### config.mk
export PLATFORM = sky130hd
export DESIGN_NAME = btn_conditioner_flat
export DESIGN_NICKNAME = d
export VERILOG_FILES = /design/src/rtl/btn_conditioner_if.sv /design/src/rtl/btn_conditioner.sv /design/src/flat_wrapper.sv
export SDC_FILE = /design/constraint.sdc
export NUM_CORES = 1
export LEC_CHECK = 0
export ABC_AREA = 0
export BUFFER_PORTS_ARGS = -buffer_cell sky130_fd_sc_hd__buf_2
export CAP_MARGIN = 25
export CORE_UTILIZATION = 40
export CTS_CLUSTER_SIZE = 12
export DETAILED_ROUTE_END_ITERATION = 8
export GPL_TIMING_DRIVEN = 0
export PLACE_DENSITY = 0.6
export SETUP_SLACK_MARGIN = 0.2
export SLEW_MARGIN = 0
export SYNTH_ARGS = -nofsm -noshare
export SYNTH_HDL_FRONTEND = slang
export SYNTH_SLANG_ARGS = --single-unit
### constraint.sdc
create_clock -name clk -period 3.6 [get_ports clk]
set_input_delay 0.36 -clock clk [delete_from_list [all_inputs] [get_ports clk]]
set_output_delay 0.36 -clock clk [all_outputs]
set_load 0.005 [all_outputs]
### src/rtl/btn_conditioner_if.sv
// Button-side bundle for btn_conditioner: raw pushbuttons in, conditioned mode/pulse and debug levels out.
// The board/bench side uses master; the conditioner uses slave.
interface btn_conditioner_if;
    logic btn_step;
    logic btn_mode;
    logic mode;
    logic pulse;
    logic step_db;
    logic mode_db;

    modport master (
        output btn_step,
        output btn_mode,
        input  mode,
        input  pulse,
        input  step_db,
        input  mode_db
    );

    modport slave (
        input  btn_step,
        input  btn_mode,
        output mode,
        output pulse,
        output step_db,
        output mode_db
    );
endinterface

### src/rtl/btn_conditioner.sv
// Purpose: sync + debounce two pushbuttons; step gives a one-cycle pulse in manual mode, mode button toggles mode.
// Latency: raw first sampled at edge k and held -> accepted (db/mode/pulse update) at edge k+DEBOUNCE_CNT+1.
// Backpressure: none; free-running, every output is a register.
module btn_conditioner #(
    parameter int DEBOUNCE_CNT = 20000,
    parameter int CNT_W        = 15
) (
    input  logic             clk,
    input  logic             rst,
    btn_conditioner_if.slave bus
);

    localparam logic [CNT_W-1:0] CNT_MAX = CNT_W'(DEBOUNCE_CNT - 1);
    localparam logic [CNT_W-1:0] CNT_ONE = CNT_W'(1);

    logic             step_s1, step_s2;
    logic             mode_s1, mode_s2;
    logic [CNT_W-1:0] step_cnt, mode_cnt;
    logic             step_db_q, mode_db_q;
    logic             mode_q, pulse_q;
    logic             step_acc, mode_acc;

    // Accept fires on the edge where the synced level has disagreed for DEBOUNCE_CNT cycles.
    assign step_acc = (step_s2 != step_db_q) && (step_cnt == CNT_MAX);
    assign mode_acc = (mode_s2 != mode_db_q) && (mode_cnt == CNT_MAX);

    always_ff @(posedge clk) begin
        if (rst) begin
            step_s1   <= 1'b0;
            step_s2   <= 1'b0;
            mode_s1   <= 1'b0;
            mode_s2   <= 1'b0;
            step_cnt  <= '0;
            mode_cnt  <= '0;
            step_db_q <= 1'b0;
            mode_db_q <= 1'b0;
            mode_q    <= 1'b0;
            pulse_q   <= 1'b0;
        end else begin
            step_s1 <= bus.btn_step;
            step_s2 <= step_s1;
            mode_s1 <= bus.btn_mode;
            mode_s2 <= mode_s1;

            if (step_s2 == step_db_q) begin
                step_cnt <= '0;
            end else if (step_acc) begin
                step_db_q <= step_s2;
                step_cnt  <= '0;
            end else begin
                step_cnt <= step_cnt + CNT_ONE;
            end

            if (mode_s2 == mode_db_q) begin
                mode_cnt <= '0;
            end else if (mode_acc) begin
                mode_db_q <= mode_s2;
                mode_cnt  <= '0;
            end else begin
                mode_cnt <= mode_cnt + CNT_ONE;
            end

            // Pulse is gated by the mode value held before this edge, even if mode toggles now.
            pulse_q <= step_acc && step_s2 && mode_q;
            if (mode_acc && mode_s2) begin
                mode_q <= ~mode_q;
            end
        end
    end

    assign bus.mode    = mode_q;
    assign bus.pulse   = pulse_q;
    assign bus.step_db = step_db_q;
    assign bus.mode_db = mode_db_q;

endmodule

### src/flat_wrapper.sv
// flat-port wrapper written by rule: the top's interface ports become plain ports
module btn_conditioner_flat 
#(
    parameter int DEBOUNCE_CNT = 20000,
    parameter int CNT_W        = 15
)
  (clk, rst, bus_btn_step, bus_btn_mode, bus_mode, bus_pulse, bus_step_db, bus_mode_db);
  btn_conditioner_if bus_i ();
  input  logic clk;
  input  logic rst;
  input wire logic [$bits(bus_i.btn_step)-1:0] bus_btn_step;
  input wire logic [$bits(bus_i.btn_mode)-1:0] bus_btn_mode;
  output wire logic [$bits(bus_i.mode)-1:0] bus_mode;
  output wire logic [$bits(bus_i.pulse)-1:0] bus_pulse;
  output wire logic [$bits(bus_i.step_db)-1:0] bus_step_db;
  output wire logic [$bits(bus_i.mode_db)-1:0] bus_mode_db;
  assign bus_i.btn_step = bus_btn_step;
  assign bus_i.btn_mode = bus_btn_mode;
  assign bus_mode = bus_i.mode;
  assign bus_pulse = bus_i.pulse;
  assign bus_step_db = bus_i.step_db;
  assign bus_mode_db = bus_i.mode_db;
  btn_conditioner #(.DEBOUNCE_CNT(DEBOUNCE_CNT), .CNT_W(CNT_W)) u_core (.clk(clk), .rst(rst), .bus(bus_i));
endmodule
==> summary.md, run 1 <==
| Metric | Value |
|---|---|
| Status | complete, no violations |
| PnR Total Power | 0.000718 W |
| Main synth FF type | dfxtp_1 |
| Cell count after synthesis | 170 |
| Clk_skew | 0.00815 ns |
| Detailed Place HPWL | 2070 µm |
| Combinational family with the most area after synthesis | simple AND/OR/NAND/NOR gates |
| YS warnings | 0 |
| CP Depth | 6 |
| Mean Syn Cell Area | 9.69 µm² |
| Multiplexer share of the synthesized area | 1.90% |
| Post-Synth Adder-Cell Area | 1.52% |
| Synth Area in Simple Gates | 32.4% |
| # IOs | 8 |
| CP Capture Type | register |
| Mapped Area | 0.00165 mm² |
| Number of global-route vias before repair | 1,180 |
| Die width | 66.2 µm |
| Worst-path maximum fanout | 7 |
| Hold Buf Count CTS | 0 |
| Data required, critical path | 3.76 ns |
| Clock Sinks | 38 |
| WL/cell | 12.3 µm |
| WP buf/inv | 1 |
| Post_cts resized | 0 |
| CP Launch Type | register |
| Max_slew headroom | 71.0% |
| Fin nets | 189 |
| Die Y-Extent | 66.2 µm |
| Gpl congestion | 0.839 |
| Largest net degree at the start of global routing | 11 |
| Post-DP Area | 0.00174 mm² |
| Number of vias per cell | 5.13 |
| Slew @ Worst Pin | 0.429 ns |
| Leading cell types in the layout, fill and taps excluded | dfxtp_1 (38), nor2_1 (35), xnor2_1 (14), xor2_1 (14), nand4_1 (9) |
| Final Setup Violations | 0 |
| Initial Utilization | 43.3% |
| Async S/R FF share, synth | 0% |
| Worst r2r src | u_core.mode_cnt[0]$_SDFF_PP0_ |
| IO buf count | 6 |
| Inserted Diodes | 0 |
| CP startpoint | u_core.mode_cnt[0]$_SDFF_PP0_ |
| Routed WL | 2830 µm |
| EDFF count, synth | 0 |
| Crit path capture | u_core.bus.mode$_SDFFE_PP0P_ |
| Kind of critical path | reg -> reg |
| Drt pass-1 iters | 4 |
| CTS Root Cell | clkbuf_8 |
| DRC violation total after the first TritonRoute iteration | 38 |
| Yosys reg bits | 38 |
| Max-cap violation count | 0 |
| Critical path cell sequence | ha_1 > and3_1 > buf_2 > nand4_2 > nor3b_2 > mux2_1 |
| Largest area contributor in the netlist | dfxtp_1 |
| Synth Area in XOR/XNOR | 14.9% |
| Sequential fraction of the synthesis area | 46.2% |
| CP delay by family, top | simple AND/OR/NAND/NOR gates |
| Synth top area share | 46.2% |
| GRT Util Overall | 15.8% |
| Fin cells | 230 |
| Layout cells sized above 1 | 13.7% |
| First-pass GRT wire length | 5140 µm |
| RSZ-0062 raised after global routing | false |
| Row count | 22 |
| Worst hold path class | in -> reg |
| Number of routed nets with antenna violations | 0 |
| Core ar. | 0.00380 mm² |
| Clock Latency Late Sink | 0.28 ns |
| CTS buffer count | 5 |
| H-tree Lvls | 2 |
| Unique masters post-synth | 30 |
| Leakage | 0.635 nW |
| Total grt overflow | 0 |
| Final instance area | 0.00182 mm² |
| Die area | 0.00438 mm² |
| CTS tree | done |
| Most common cell after layout, fill and taps aside | dfxtp_1 |
| Fin. max-slew vios | 0 |
| DRC Markers | 0 |
| Final Hold Fails | 0 |
| Reg2Reg Setup Slack | 1.85 ns |
| Syn nets | 176 |
| Capturing point of the worst reg2reg path | u_core.bus.mode$_SDFFE_PP0P_ |
| Min cycle time layout | 1.75 ns |
| Period utilization | 48.7% |
| Area Overhead vs Synth | 10.5% |
| Worst Hold Path Cells | 2 |
| WP data arrival | 1.92 ns |
| Post-CTS setup buffer count | 0 |
| Top cells by area, synth | dfxtp_1 (46%), nor2_1 (8.0%), xnor2_1 (7.4%) |
| Power density over the cells | 395 mW/mm² |
| F_max | 571 MHz |
| Total number of vias | 1,179 |
| Worst VDD drop | 243 µV |
| Compound-Gate Fraction of Synth Area | 0% |
| Initial antenna violation count | 0 |
| CP max-delay cell | dfxtp_1 |
| Clock tree buffer depth | 2 |
| Clk slew on worst S/H paths | 0.07 ns |
| Depth of the worst register-to-register path | 6 |
| Fin Setup TNS | 0 ns |
| Crit path largest cell delay | 0.38 ns |
| Inst Count DP | 224 |
## report_power, final
| group | leakage, nW | switching (W) | total [W] | internal (W) |
|---|---|---|---|---|
| Combinational | 0.285 | 0.00000555 | 0.0000101 | 0.00000452 |
| Sequential | 0.307 | 0.00000171 | 0.000425 | 0.000423 |
| Clock | 0.0431 | 0.000135 | 0.000283 | 0.000148 |
| Total | 0.635 | 0.000143 | 0.000718 | 0.000575 |
## sequential cells by signal (all words and copies together), names as in the netlist
signal / count
u_core.step_s1: 1
u_core.bus.mode: 1
u_core.step_s2: 1
u_core.mode_s2: 1
u_core.bus.step_db: 1
u_core.step_cnt: 15
u_core.bus.mode_db: 1
u_core.mode_s1: 1
u_core.mode_cnt: 15
u_core.bus.pulse: 1
## how the worst min path moves through the flow
| stage | startpoint | endpoint | slack (ns) |
|---|---|---|---|
| floorplan | u_core.mode_s1$_SDFF_PP0_ | u_core.mode_s2$_SDFF_PP0_ | 0.41 |
| global placement | u_core.mode_s1$_SDFF_PP0_ | u_core.mode_s2$_SDFF_PP0_ | 0.42 |
| detailed placement | u_core.step_s1$_SDFF_PP0_ | u_core.step_s2$_SDFF_PP0_ | 0.44 |
| CTS | bus_btn_mode | u_core.mode_s1$_SDFF_PP0_ | 0.30 |
| global route | bus_btn_mode | u_core.mode_s1$_SDFF_PP0_ | 0.30 |
| finish | bus_btn_mode | u_core.mode_s1$_SDFF_PP0_ | 0.29 |
## cell usage after synthesis, types with 2 or more instances
cell	n
dfxtp_1	38
nor2_1	35
xnor2_1	14
xor2_1	14
nand4_1	9
nand3_1	8
nand2_1	7
and3_1	5
nor2b_1	5
and4_1	4
nor4_2	3
buf_6	2
clkbuf_1	2
ha_1	2
inv_1	2
mux2i_1	2
nand4_2	2
nand4b_1	2
nor3_1	2
nor4b_1	2
## logic make-up (layout without fill, tap and decap cells)
kind of cell,count (synthesis),count (layout)
simple gates,91,91
flops,38,38
xor+xnor,28,28
buf+inv,8,20
mux,3,3
fa+ha+maj,2,2
## worst register-to-register path, cell delays in order, from the launching register on
cell     delay, ns
dfxtp_1       0.38
ha_1          0.21
and3_1        0.16
buf_2         0.19
nand4_2       0.16
nor3b_2       0.22
mux2_1        0.33
## metrics by stage
| stage | utilization, % | hold WS, ns | setup slack, ns |
|---|---|---|---|
| 5_1_grt | 47.9 | 0.300 | 1.73 |
| 6_report | 47.9 | 0.293 | 1.85 |
| 3_5_place_dp | 45.7 | 0.439 | 1.85 |
| 3_3_place_gp | 45.7 | 0.418 | 1.90 |
| 2_1_floorplan | - | 0.414 | 2.03 |
| 4_1_cts | 47.9 | 0.295 | 1.82 |
## per-layer routing
metal / GRT usage [%] / vias to the layer above / share of wire (%)
met5: 0 / - / 0
met4: 6.38 / 0 / 1.2
met3: 5.34 / 4 / 2.7
met2: 26.5 / 14 / 47
met1: 18.2 / 553 / 49
li1: - / 608 / -
## final cells by class
type                       count  area (µm²)
buffer                         6        42.5
inverter                       2        7.51
timing repair buffer           6        30.0
sequential                    38         761
tap                           48        60.1
clock buffer                   6        82.6
fill                         386        1980
multi-input combinational    124         836
(Power assumes the default switching activity.)
==> run 2, diff against run 1 <==
--- a/config.mk
+++ b/config.mk
@@ -12,7 +12,7 @@
 export CTS_CLUSTER_SIZE = 12
 export DETAILED_ROUTE_END_ITERATION = 8
 export GPL_TIMING_DRIVEN = 0
-export PLACE_DENSITY = 0.6
+export PLACE_DENSITY = 0.62
 export SETUP_SLACK_MARGIN = 0.2
 export SLEW_MARGIN = 0
 export SYNTH_ARGS = -nofsm -noshare
==> constraint.sdc (replaced) <==
create_clock -name clk -period 1.6 [get_ports clk]
set_input_delay 0.16 -clock clk [delete_from_list [all_inputs] [get_ports clk]]
set_output_delay 0.16 -clock clk [all_outputs]
set_load 0.005 [all_outputs]
==> run 2 against run 1 <==
  * Worst hold slack lost 0.21 ns
  * Via count increased by 6.4%
  * Routed wire length up 16%
  * Register-to-register slack got worse by 1.7 ns
  * Clock power increased by 140%
  * Power increased by 130%
  * Sequential power up 120%
  * First-iteration DRC count rose by 2.6%
  * Critical path depth unchanged
  * Largest cell class unchanged
==> summary.md, run 2 (synthesized netlist as in run 1, its figures left out) <==
| Metric | Value |
|---|---|
| # IOs | 8 |
| Capturing point of the worst reg2reg path | u_core.bus.mode$_SDFFE_PP0P_ |
| Kind of critical path | reg -> reg |
| WL/cell | 13.2 µm |
| Inserted Diodes | 0 |
| Sequential share of power | 57.6% |
| Leading cell types in the layout, fill and taps excluded | nor2_1 (27), dfxtp_1 (26), buf_4 (15) |
| Slew @ Worst Pin | 0.386 ns |
| Worst-path maximum fanout | 3 |
| CP Capture Type | register |
| Number of vias per cell | 5.06 |
| Final Util | 56.2% |
| Area Overhead vs Synth | 29.6% |
| CP Launch Type | register |
| RSZ-0062 raised after global routing | true |
| CTS buffer count | 5 |
| Reg2Reg Setup Slack | 0.11 ns |
| Sw frac | 20.6% |
| Period utilization | 93.1% |
| Worst r2r src | u_core.mode_cnt[0]$_SDFF_PP0_ |
| Data required, critical path | 1.77 ns |
| Final Setup Violations | 0 |
| Routed WL | 3280 µm |
| Number of global-route vias before repair | 1,236 |
| WP data arrival | 1.66 ns |
| Leakage | 0.785 nW |
| Cell Int Power | 0.00131 W |
| Layout cells sized above 1 | 37.5% |
| Post-DP Area | 0.00178 mm² |
| Switch Pwr | 0.000341 W |
| Clock tree buffer depth | 2 |
| Die Y-Extent | 66.2 µm |
| Total number of vias | 1,254 |
| Total grt overflow | 0 |
| Depth of the worst register-to-register path | 6 |
| Clk pwr share | 40.4% |
| Clk_skew | 0.00299 ns |
| Die area | 0.00438 mm² |
| Number of routed nets with antenna violations | 0 |
| PnR Total Power | 0.00165 W |
| CTS Root Cell | clkbuf_8 |
| H-tree Lvls | 2 |
| F_max | 671 MHz |
| Clock Sinks | 38 |
| Max_slew headroom | 74.3% |
| Core ar. | 0.00380 mm² |
| Drt pass-1 iters | 4 |
| CP startpoint | u_core.mode_cnt[0]$_SDFF_PP0_ |
| Fin. max-slew vios | 0 |
| Detailed Place HPWL | 2010 µm |
| Initial antenna violation count | 0 |
| Biggest regs | u_core.mode_cnt x15, u_core.step_cnt x15 |
| CTS tree | done |
| Worst hold path class | in -> reg |
| Crit path capture | u_core.bus.mode$_SDFFE_PP0P_ |
| Min cycle time layout | 1.49 ns |
| FILL cells | 324 |
| Clock Latency Late Sink | 0.28 ns |
| Status | complete, no violations |
| Worst VDD drop | 556 µV |
| Hold Buf Count CTS | 0 |
| Power density over the cells | 775 mW/mm² |
| Row count | 22 |
| Die width | 66.2 µm |
| Final instance area | 0.00213 mm² |
| DRC Markers | 0 |
| Fin nets | 205 |
| Comb pwr share | 2.0% |
| Final Hold Fails | 0 |
| Most common cell after layout, fill and taps aside | nor2_1 |
| Clk slew on worst S/H paths | 0.07 ns |
| Gpl congestion | 0.815 |
| IO buf count | 6 |
| Initial Utilization | 43.3% |
| Largest net degree at the start of global routing | 12 |
| Max-cap violation count | 0 |
| DRC violation total after the first TritonRoute iteration | 39 |
| GRT Util Overall | 16.7% |
| First-pass GRT wire length | 5580 µm |
-- run 2: changes by cell type in the layout (fill, tap and decap cells not counted), sizes merged --
cell / before / now
buf: 10 / 26
clkbuf: 8 / 9
clkinv: 0 / 1
-- run 2: power by group through the flow --
stage | clock [W] | sequential, W | combinational [W]
floorplan | 0 | 0.000977 | 0.0000171
global placement | 0 | 0.000977 | 0.0000225
detailed placement | 0 | 0.000978 | 0.0000234
CTS | 0.000684 | 0.000954 | 0.0000289
global route | 0.000721 | 0.000953 | 0.0000369
finish | 0.000668 | 0.000952 | 0.0000335
-- run 2: area by class of cell --
cell class	count	area (µm²)	area share, %
Multi-Input combinational cell	124	986	46.2
Sequential cell	38	781	36.6
Timing Repair Buffer	22	158	7.39
Clock buffer	7	86.3	4.05
Tap cell	48	60.1	2.82
Buffer	6	50.0	2.35
Inverter	2	7.51	0.352
Clock inverter	1	5.00	0.235
-- run 2: critical path, cell delays in order, from the launching register on --
cell     delay [ns]
dfxtp_2        0.35
ha_4           0.14
and3_4         0.16
buf_6          0.10
nand4_4        0.10
nor3b_4        0.21
mux2_4         0.32
-- run 2: how the worst min path moves through the flow --
stage,startpoint,to,slack (ns),cells past startpoint
floorplan,bus_btn_mode,u_core.mode_s1$_SDFF_PP0_,0.29,1
global placement,bus_btn_step,u_core.step_s1$_SDFF_PP0_,0.37,2
detailed placement,bus_btn_mode,u_core.mode_s1$_SDFF_PP0_,0.37,2
CTS,bus_btn_mode,u_core.mode_s1$_SDFF_PP0_,0.08,2
global route,bus_btn_step,u_core.step_s1$_SDFF_PP0_,0.1,2
finish,bus_btn_mode,u_core.mode_s1$_SDFF_PP0_,0.08,2
-- run 2: metrics by stage --
step | TNS [ns] | instances | setup WS (ns) | hold WS [ns]
after floorplan | 0 | 170 | 0.159 | 0.288
after CTS | 0 | 243 | 0.0821 | 0.0781
after global placement | 0 | 224 | 0.0443 | 0.374
after global routing | 0 | 248 | 0.0570 | 0.0965
final | 0 | 248 | 0.110 | 0.0838
after detailed placement | -0.125 | 224 | -0.0148 | 0.374
-- run 2: timing repair --
| item | 4_1_cts | 5_1_grt |
|---|---|---|
| gates cloned | 1 | 0 |
| pin swaps | 9 | 16 |
| buffers inserted | 10 | 5 |
| endpoints found under the setup margin | 28 | 28 |
| resized for setup | 11 | 28 |
-- run 2: metal layers --
metal	routed length, µm	track usage [%]	up-vias
li1	-	-	637
met2	1570	27.0	13
met3	76	4.14	6
met4	42	6.12	0
met5	0	0	-
met1	1590	21.4	598
==> run 3, diff against run 2 <==
--- a/config.mk
+++ b/config.mk
@@ -13,8 +13,8 @@
 export DETAILED_ROUTE_END_ITERATION = 8
 export GPL_TIMING_DRIVEN = 0
 export PLACE_DENSITY = 0.62
+export RECOVER_POWER = 50
 export SETUP_SLACK_MARGIN = 0.2
-export SLEW_MARGIN = 0
 export SYNTH_ARGS = -nofsm -noshare
 export SYNTH_HDL_FRONTEND = slang
 export SYNTH_SLANG_ARGS = --single-unit
==> run 3 against run 2 <==
  * Worst hold slack about the same
  * Clock skew is essentially flat
  * Clock-buffer cell count unchanged
  * Global-route usage is the same
  * Critical endpoint unchanged
  * Sequential share of layout area is 0.30 points higher
  * Die area stayed put
  * Via count about the same
  * Clock power barely moved
  * Sequential power barely moved
  * Worst setup slack about the same
==> summary.md, run 3 (synthesized netlist as in run 1, its figures left out) <==
| Metric | Value |
|---|---|
| F_max | 671 MHz |
| Max layer used | met4 |
| WL/cell | 13.3 µm |
| Sequential cell area | 777 µm² |
| Initial antenna violation count | 0 |
| DR WL met2 | 1570 µm |
| Met3 wire length | 75 µm |
| Slew @ Worst Pin | 0.386 ns |
| Gpl congestion | 0.815 |
| Kind of critical path | reg -> reg |
| Area Overhead vs Synth | 27.9% |
| Final Setup Violations | 0 |
| Inst Count DP | 224 |
| Layout cells sized above 1 | 34.5% |
| Number of vias per cell | 5.06 |
| IO buf count | 6 |
| Initial Utilization | 43.3% |
| DRC violation total after the first TritonRoute iteration | 40 |
| Leading cell types in the layout, fill and taps excluded | nor2_1 (27), dfxtp_1 (27), xnor2_1 (14) |
| CTS tree | done |
| Clk slew on worst S/H paths | 0.07 ns |
| Data required, critical path | 1.77 ns |
| Die Y-Extent | 66.2 µm |
| Worst-path maximum fanout | 3 |
| RSZ-0062 raised after global routing | true |
| Total number of vias | 1,255 |
| Worst hold path class | in -> reg |
| WP data arrival | 1.66 ns |
| Number of routed nets with antenna violations | 0 |
| Inserted Diodes | 0 |
| Status | complete, no violations |
| Power density over the cells | 786 mW/mm² |
| Post-DP Area | 0.00178 mm² |
| Core ar. | 0.00380 mm² |
| DRC Markers | 0 |
| Clock tree buffer depth | 2 |
| CTS buffer count | 5 |
| First-pass GRT wire length | 5580 µm |
| Biggest regs | u_core.mode_cnt x15, u_core.step_cnt x15 |
| Max_slew headroom | 74.3% |
| DRT met1 WL | 1600 µm |
| Final Hold Fails | 0 |
| Minimum hold slack | 0.0837 ns |
| Reg2Reg Setup Slack | 0.11 ns |
| Row count | 22 |
| Drt pass-1 iters | 4 |
| Detailed Place HPWL | 2010 µm |
| Clk_skew | 0.00297 ns |
| Total grt overflow | 0 |
| Leakage | 0.774 nW |
| Multi-input gate area | 971 µm² |
| Worst VDD drop | 557 µV |
| CP Capture Type | register |
| CP Launch Type | register |
| Clock Sinks | 38 |
| Min cycle time layout | 1.49 ns |
| Routed WL | 3290 µm |
| Final instance area | 0.00211 mm² |
| CTS Root Cell | clkbuf_8 |
| Number of global-route vias before repair | 1,236 |
| Clock Latency Late Sink | 0.28 ns |
| Fin cells | 248 |
| H-tree Lvls | 2 |
| Fin nets | 205 |
| Period utilization | 93.1% |
| # IOs | 8 |
| Max-cap violation count | 0 |
| Fin. max-slew vios | 0 |
| FILL cells | 328 |
| Die area | 0.00438 mm² |
| Largest net degree at the start of global routing | 12 |
| Die width | 66.2 µm |
| GRT Util Overall | 16.7% |
-- run 3: cell count changes in the layout (fill, tap and decap cells not counted) --
cell      delta
buf_4        -3
clkbuf_1     +3
and4_1       +1
and4_4       -1
buf_2        -1
clkbuf_4     +1
dfxtp_1      +1
dfxtp_4      -1
ha_1         +1
ha_4         -1
-- run 3: report_power, final --
group	switching [W]	internal [W]
clock	0.000321	0.000348
sequential	0.00000363	0.000950
combinational	0.0000172	0.0000155
-- run 3: worst paths after layout --
check                                start                           end  depth (start not counted)
max          u_core.mode_cnt[0]$_SDFF_PP0_  u_core.bus.mode$_SDFFE_PP0P_                          6
max reg2reg  u_core.mode_cnt[0]$_SDFF_PP0_  u_core.bus.mode$_SDFFE_PP0P_                          6
min                           bus_btn_mode     u_core.mode_s1$_SDFF_PP0_                          2
min reg2reg      u_core.step_s1$_SDFF_PP0_     u_core.step_s2$_SDFF_PP0_                          1
-- run 3: repair_timing --
item,CTS,global route
endpoints found under the setup margin,28,28
buffers inserted,10,5
hold buffers,0,0
resized for setup,11,28
gates cloned,1,0
pin swaps,9,16
-- run 3: through the flow --
stage	util [%]	setup slack (ns)	total power (W)	TNS (ns)
4_1_cts	52.5	0.0821	0.00167	0
2_1_floorplan	-	0.159	0.000994	0
6_report	55.4	0.111	0.00165	0
3_5_place_dp	46.8	-0.0148	0.00100	-0.125
3_3_place_gp	46.8	0.0443	0.00100	0
5_1_grt	55.4	0.0347	0.00171	0
-- run 3: critical path, cell delays in order, from the launching register on --
cell	delay, ns
dfxtp_2	0.35
ha_4	0.14
and3_4	0.16
buf_6	0.10
nand4_4	0.10
nor3b_4	0.22
mux2_4	0.32
-- run 3: final cells by class --
cell class | count | share of cell area, %
repair buffers | 22 | 7.07
flip-flops and latches | 38 | 36.9
well taps | 48 | 2.85
multi-input cells | 124 | 46.1
inverters | 2 | 0.357
clock inverters | 1 | 0.238
plain buffers | 6 | 2.38
clock buffers | 7 | 4.10
-- run 3: metal layers --
layer,global-route usage [%],vias to the layer above
met4,6.12,0
met2,27.0,13
li1,-,637
met5,0,-
met3,4.14,6
met1,21.4,599
